[config.mk]
export PLATFORM = sky130hd
export DESIGN_NAME = host_link_delay_queue
export DESIGN_NICKNAME = d
export VERILOG_FILES = /design/src/rtl/host_link_delay_queue_pkg.sv /design/src/rtl/host_link_entry_ram.sv /design/src/rtl/host_link_delay_queue.sv
export SDC_FILE = /design/constraint.sdc
export NUM_CORES = 2
export LEC_CHECK = 0
export CORE_UTILIZATION = 60
export DETAILED_ROUTE_END_ITERATION = 10
export GPL_ROUTABILITY_DRIVEN = 1
export PLACE_DENSITY = 0.88
export SYNTH_ARGS = -nofsm -noshare
export SYNTH_HDL_FRONTEND = slang
export SYNTH_SLANG_ARGS = --single-unit
[constraint.sdc]
create_clock -name clock -period 90.8 [get_ports clock]
set_clock_uncertainty 0.1 [all_clocks]
set_input_delay 27.24 -clock clock [delete_from_list [all_inputs] [get_ports clock]]
set_output_delay 27.24 -clock clock [all_outputs]
set_load 0.05 [all_outputs]
[src/rtl/host_link_delay_queue_pkg.sv]
// Shared host-link constants and the release-timestamp type for the default latency width.
package host_link_pkg;
  localparam int PCIE_WIDTH         = 64;
  localparam int SOFTREG_ADDR_WIDTH = 64;
  localparam int SOFTREG_DATA_WIDTH = 64;
  localparam int UMI_ADDR_WIDTH     = 64;
  localparam int UMI_DATA_WIDTH     = 256;

  localparam int HL_LAT_W   = 8;
  localparam int HL_STAMP_W = HL_LAT_W + 1;

  typedef logic [HL_STAMP_W-1:0] stamp_t;
endpackage

[src/rtl/host_link_entry_ram.sv]
// Entry storage: payload plus release stamp per slot, one write and one read port.
// Stamps are also tapped out in parallel so the top can run per-entry maturity compares.
module host_link_entry_ram #(
  parameter  int DEPTH = 16,
  parameter  int WIDTH = 64,
  parameter  int SW    = 9,
  localparam int AW    = $clog2(DEPTH)
) (
  input  logic                      clock,
  input  logic                      reset,
  input  logic                      we_i,
  input  logic [AW-1:0]             waddr_i,
  input  logic [WIDTH-1:0]          wbits_i,
  input  logic [SW-1:0]             wstamp_i,
  input  logic [AW-1:0]             raddr_i,
  output logic [WIDTH-1:0]          rbits_o,
  output logic [DEPTH-1:0][SW-1:0]  stamps_o
);
  logic [DEPTH-1:0][WIDTH-1:0] bits_q;
  logic [DEPTH-1:0][SW-1:0]    stamp_q;

  always_ff @(posedge clock or posedge reset) begin
    if (reset) begin
      bits_q  <= '0;
      stamp_q <= '0;
    end else if (we_i) begin
      bits_q[waddr_i]  <= wbits_i;
      stamp_q[waddr_i] <= wstamp_i;
    end
  end

  assign rbits_o  = bits_q[raddr_i];
  assign stamps_o = stamp_q;
endmodule

[src/rtl/host_link_delay_queue.sv]
// Cycle-accurate host-link latency model: FIFO whose entries become visible L+1 cycles after enqueue.
// Define HOST_LINK_STATS_EN to add saturating enqueue / full-stall / out-stall counters.
module host_link_delay_queue
  import host_link_pkg::*;
#(
  parameter int WIDTH = 64,
  parameter int DEPTH = 16,
  parameter int LAT_W = HL_LAT_W
) (
  input  logic                     clock,
  input  logic                     reset,
  input  logic [LAT_W-1:0]         cfg_latency,
  input  logic                     in_valid,
  output logic                     in_ready,
  input  logic [WIDTH-1:0]         in_bits,
  output logic                     out_valid,
  input  logic                     out_ready,
  output logic [WIDTH-1:0]         out_bits,
  output logic [$clog2(DEPTH):0]   count
`ifdef HOST_LINK_STATS_EN
  ,
  output logic [31:0]              stat_enq,
  output logic [31:0]              stat_full_stall,
  output logic [31:0]              stat_out_stall
`endif
);
  localparam int STAMP_W = LAT_W + 1;
  localparam int AW      = $clog2(DEPTH);
  localparam int CW      = AW + 1;

  typedef logic [STAMP_W-1:0] stamp_w_t;

  stamp_w_t                    now_q, now_nxt;
  logic [AW-1:0]               head_q, tail_q, tail_idx;
  logic [CW-1:0]               count_q;
  logic [DEPTH-1:0]            mature_q, mature_d;
  logic [DEPTH-1:0][STAMP_W-1:0] stamps;
  logic                        enq, deq, tail_pend;
  stamp_w_t                    cand, tail_stamp, dist_c, dist_t, new_stamp;

  assign in_ready  = !reset && (count_q < CW'(DEPTH));
  assign out_valid = (count_q != '0) && mature_q[head_q];
  assign enq       = in_valid && in_ready;
  assign deq       = out_valid && out_ready;
  assign count     = count_q;
  assign now_nxt   = now_q + stamp_w_t'(1);

  assign tail_idx   = tail_q - AW'(1);
  assign tail_stamp = stamps[tail_idx];
  assign tail_pend  = (count_q != '0) && !mature_q[tail_idx];

  // Stamps are compared as distance ahead of now, so the later-of choice survives wrap.
  always_comb begin
    cand      = now_q + {1'b0, cfg_latency} + stamp_w_t'(1);
    dist_c    = cand - now_q;
    dist_t    = tail_stamp - now_q;
    new_stamp = cand;
    if (tail_pend && (dist_t > dist_c)) new_stamp = tail_stamp;
  end

  // Maturity is evaluated against next cycle's now so out_valid rises in the cycle now == stamp.
  always_comb begin
    mature_d = mature_q;
    for (int i = 0; i < DEPTH; i++)
      if (stamps[i] == now_nxt) mature_d[i] = 1'b1;
    if (deq) mature_d[head_q] = 1'b0;
    if (enq) mature_d[tail_q] = (new_stamp == now_nxt);
  end

  always_ff @(posedge clock or posedge reset) begin
    if (reset) begin
      now_q    <= '0;
      head_q   <= '0;
      tail_q   <= '0;
      count_q  <= '0;
      mature_q <= '0;
    end else begin
      now_q    <= now_nxt;
      mature_q <= mature_d;
      if (enq) tail_q <= tail_q + AW'(1);
      if (deq) head_q <= head_q + AW'(1);
      if (enq && !deq)      count_q <= count_q + CW'(1);
      else if (!enq && deq) count_q <= count_q - CW'(1);
    end
  end

  host_link_entry_ram #(
    .DEPTH (DEPTH),
    .WIDTH (WIDTH),
    .SW    (STAMP_W)
  ) u_ram (
    .clock    (clock),
    .reset    (reset),
    .we_i     (enq),
    .waddr_i  (tail_q),
    .wbits_i  (in_bits),
    .wstamp_i (new_stamp),
    .raddr_i  (head_q),
    .rbits_o  (out_bits),
    .stamps_o (stamps)
  );

`ifdef HOST_LINK_STATS_EN
  logic [31:0] stat_enq_q, stat_full_q, stat_out_q;

  always_ff @(posedge clock or posedge reset) begin
    if (reset) begin
      stat_enq_q  <= '0;
      stat_full_q <= '0;
      stat_out_q  <= '0;
    end else begin
      if (enq && (stat_enq_q != '1))                        stat_enq_q  <= stat_enq_q + 32'd1;
      if (in_valid && !in_ready && (stat_full_q != '1))     stat_full_q <= stat_full_q + 32'd1;
      if (out_valid && !out_ready && (stat_out_q != '1))    stat_out_q  <= stat_out_q + 32'd1;
    end
  end

  assign stat_enq        = stat_enq_q;
  assign stat_full_stall = stat_full_q;
  assign stat_out_stall  = stat_out_q;
`endif
endmodule

## After elaboration in Yosys (flattened, before gate mapping)

Cells that the tools add are included.

- Mux-type cells: 40
- Reduce and logical (&&, ||, !) cells: 16
- Add/subtract/negate cells: 10
- Order comparisons: 7
- Bitwise gates (word level): 2
- Equality and inequality tests: 17

Operator list:

| operator | count |
|---|---|
| 1024-bit bitwise mux | 1 |
| 64-bit binary-select mux with 4-bit select | 1 |
| 64-bit demux with 4-bit select | 1 |
| 9-bit == test | 17 |
| 144-bit bitwise mux | 1 |
| 64-bit 2-to-1 mux | 2 |
| 9-bit binary-select mux with 4-bit select | 1 |
| 9-bit demux with 4-bit select | 1 |
| 16-bit 2-to-1 mux | 2 |
| 9-bit 2-to-1 mux | 3 |
| 1-bit 2-to-1 mux | 20 |
| 9-bit by 1-bit adder with 9-bit output (second input constant) | 2 |
| 9-bit subtractor | 2 |
| 16-bit bitwise AND | 1 |
| 16-bit bitwise mux | 1 |
| 16-bit inverter | 1 |
| 4-bit by 5-bit < comparator with 1-bit output (second input constant) | 3 |
| 1-bit logical AND | 10 |
| 5-bit 2-to-1 mux | 2 |
| 9-bit by 8-bit adder with 9-bit output | 1 |
| 9-bit greater-than comparator | 1 |
| 4-bit by 1-bit adder with 4-bit output (second input constant) | 2 |
| 1-bit binary-select mux with 4-bit select | 2 |
| 1-bit demux with 4-bit select | 2 |
| 8 further kinds | 12 |

- Flip-flop bits (word level): 1206
- Word-level logic and storage cells: 129
- Input port bits: 76
- Output and inout bits: 71

## Depth between registers and ports, before layout

- Word-level depth: 10
- Mapped depth: 31
- Gate-level depth less buffers: 26

## Hierarchy

Synthesis repeated with hierarchy kept, for this count alone.

- Cells, all modules: 3786
- Area total of the unflattened synthesis: 57286.2 um2

Modules (own cells, without submodules):

| module | cells an instance | sequential area each (um2) | area each (um2) | times used |
|---|---|---|---|---|
| host_link_entry_ram | 3089 | 29228.0 | 50731.2 | 1 |
| host_link_delay_queue | 697 | 950.9 | 6555.0 | 1 |

## Worst setup path after synthesis

OpenSTA, ideal clock, no wires.

- Path type: in2out
- From: in reset
- To: out in_ready
- Data arrival time: 27.912 ns
- Path buffers: 0
- Data required time: 63.460 ns
- Setup slack: 35.548 ns
- Cell stages on the path: 1
- Cell sequence: nor2_1

- Longest elaborated chain between the ends: 2

Ends and longest elaborated chain:

| item | RTL line | RTL |
|---|---|---|
| start: declaration | host_link_delay_queue.sv:11 | `input logic reset,` |
| 1-bit logical NOT (no source line) | -- |  |
| 1-bit logical AND | host_link_delay_queue.sv:41 | `assign in_ready = !reset && (count_q < CW'(DEPTH));` |
| end: declaration | host_link_delay_queue.sv:14 | `output logic in_ready,` |

Every way passes these cells.

## Final worst setup path

Ends and elaborated chain as after synthesis.

==> results.md <==
* Share of post-route cells with drive strength above 1 at 0.443
* Clock root buffer master: clkbuf_16
* Final net count at 3,879
* Wire length of the first global-routing pass at 209,000 um
* Total power density per cell area at 38.3 nW/um^2
* Area of the core at 93,500 sq um
* Worst voltage drop across the vdd grid at 35.7 uV
* Unrepaired setup endpoints after global routing: no
* Final TNS setup at 0 ps
* Mapped cell area at 56,700 sq um
* Number of nets with antenna violations after detailed routing at 0
* Instance area at placement at 59,300 sq um
* Number of enable-type register cells in the synthesized netlist at 0
* P_leak at 29.3 nW
* Post-route non-filler standard cell count at 5,112
* Number of max-cap violations at 0
* Fraction of synthesized cell area taken by the top area cell type at 0.532
* Number of distinct library cells after synthesis at 52
* CP max stage cell: clkdlybuf4s50_1
* PortBufs at 146
* Final hold violation count at 0
* H-tree depth reported by CTS at 3
* HPWL after detailed placement at 72,800 um
* Routed WL at 133,000 um
* FP Rows at 112
* Antenna violations before repair at 11
* Library cell with the largest summed area after synthesis: dfrtp_1
* CTS tree: done
* Worst hold slack after final layout at 399 ps
* Vias in the first global route at 35,500
* Area growth syn-to-layout at 12.2%
* Outcome: complete, no violations
* FF+latch count, synth at 1,206
* Instance count after placement with tap cells included at 4,887
* Worst min path class: register to register
* Clock Pin Slew Worst Setup and Hold Paths at 60 ps
* Skew-Pair Late Insertion Delay at 720 ps
* YS warnings at 0
* Post-route DRC at 0
* TritonCTS Sinks at 1,206
* DR pass1 iterations at 8
* Share of flip-flops with an asynchronous set or reset after synthesis at 1.00
* Sequential share of the synthesized area at 0.532
* Worst slew slack as a fraction of its limit at 0.228
* Category of the worst setup path capture point: output port
* Die H at 310 um
* Die area at 95,800 sq um
* Remaining global-route overflow at 0
* Vias per std cell at 6.47
* Worst setup slack before clock tree synthesis at 34,690 ps
* Post-CTS Repair Setup Buffers at 0
* Leading cell types by total area after synthesis: dfrtp_1, mux2_2, mux4_2
* Largest net degree at the start of global routing at 196
* Worst EP required at 63,460 ps
* Finished Cell Area at 63,700 sq um
* Max frequency at 0.0178 GHz
* Final clock period utilization by the worst path at 0.618
* 1st-iter DRT viols at 2,621
* Total of cells resized after clock tree synthesis at 0
* Number of top-level design ports at 147
* Maximum single-stage delay on the critical path at 820 ps
* Final period demand of the worst path at 56,100 ps
* Cells along the critical path: clkdlybuf4s50_1 -> nor2_1 -> clkdlybuf4s50_1
* Final number of setup-violating endpoints at 0
* Gate count of the mapped netlist at 3,746
* Cell mode on critical path: clkdlybuf4s50_1
* Average cell area after synthesis at 15.1 sq um
* Setup Crit Path Kind: primary input to output port
* Total Power at 2.44 mW
* Number of pins with negative max-slew slack in the final report at 0
* All-layer global routing usage at 0.287
* Final weighted congestion in routability-driven placement at 0.877
* Clock tree buffer depth at 3
* Prevailing post-synth register cell: dfrtp_1
* Data arrival at the endpoint of the critical path at 28,760 ps
* Vias after detailed routing at 33,100
* Effective utilization at floorplan at 0.607
* TritonCTS buffer count at 118
* WL per Instance at 25.9 um
* Fin worst setup slack at 34,700 ps
* Net count after synthesis at 3,872
* Slew of the pin with the lowest slew margin at 1160 ps
* Fin util at 0.681
* Max FO, Critical Path at 2
* Startpoint types: primary input
* Post-CTS Hold Fix Bufs at 0
* Die Width at 310 um
[area by class of cell]
| class | instances | area [sq um] |
|---|---|---|
| clock inverter | 54 | 908 |
| inverter | 27 | 109 |
| tap | 1254 | 1570 |
| sequential | 1206 | 30200 |
| antenna | 5 | 12.5 |
| timing repair buffer | 205 | 1950 |
| clock buffer | 166 | 3470 |
| fill | 5938 | 29800 |
| multi-input combinational | 2195 | 25400 |
[critical path: cells and delay by family]
family | cells | cell delay, ps
AND/OR/NAND/NOR | 1 | 180
buffers and inverters | 2 | 1340
[state kept, by name (all words and copies together), names as in the netlist]
name            count
u_ram.bits_q     1024
u_ram.stamps_o    144
mature_q           16
now_q               9
count               5
head_q              4
tail_q              4
[kinds of logic (layout without fill, tap and decap cells)]
group,count (synthesis),in the layout,share of synthesized area
multiplexers,1408,1408,0.354
other,0,5,0
AO/OA/AOI/OAI,235,235,0.0247
AND/OR/NAND/NOR,309,309,0.0246
buffers and inverters,345,452,0.0235
flip-flops,1206,1206,0.532
XOR/XNOR,193,193,0.0303
adder cells (fa/ha/maj),50,50,0.0116
[cells in the final DEF (no fill, tap or decap), types with 45 or more instances in the layout]
cell | netlist | routed
xor2_1 | 64 | 63
clkdlybuf4s50_1 | 0 | 146
buf_4 | 2 | 55
nor2_1 | 55 | 55
mux2_2 | 1027 | 1027
a21oi_1 | 55 | 55
o21ai_0 | 117 | 117
mux4_2 | 369 | 369
xnor2_1 | 127 | 120
ha_1 | 46 | 45
clkbuf_16 | 0 | 120
dfrtp_1 | 1206 | 1201
nand2_1 | 147 | 147
[cell usage after synthesis (all sizes together), types with 27 or more instances]
cell and count:
a21oi 55, inv 27, clkbuf 271, nor4 30
nor2 55, mux2 1028, buf 47, mux4 371
o21ai 117, xnor2 129, xor2 64, nand3 33
dfrtp 1206, ha 46, nand2 147
[path summary, 6_finish.rpt]
check                      slack, ps                from                 end  cells past startpoint
min in group asynchronous      27000               reset            count[0]                      2
setup / recovery               34700               reset            in_ready                      3
max in group asynchronous      60290               reset   u_ram.bits_q[475]                      5
hold / removal                   400  u_ram.bits_q[1019]  u_ram.bits_q[1019]                      1
hold reg to reg                  400  u_ram.bits_q[1019]  u_ram.bits_q[1019]                      1
setup reg to reg               82030           tail_q[0]         mature_q[5]                     26
[per-layer routing]
metal | part of all wire | GRT usage | up-vias
li1 | - | - | 13900
met1 | 0.41 | 0.384 | 17900
met2 | 0.50 | 0.474 | 1042
met3 | 0.057 | 0.0493 | 287
met4 | 0.033 | 0.107 | 10
met5 | 0.00045 | 0 | -
[report_power, final]
part	leakage, nW	switching, mW	internal [mW]
logic	11.1	0.517	0.498
registers	16.1	0.137	0.744
clock network	2.14	0.212	0.329
total	29.3	0.865	1.57
Note: power is estimated with default switching activity, not from simulation.
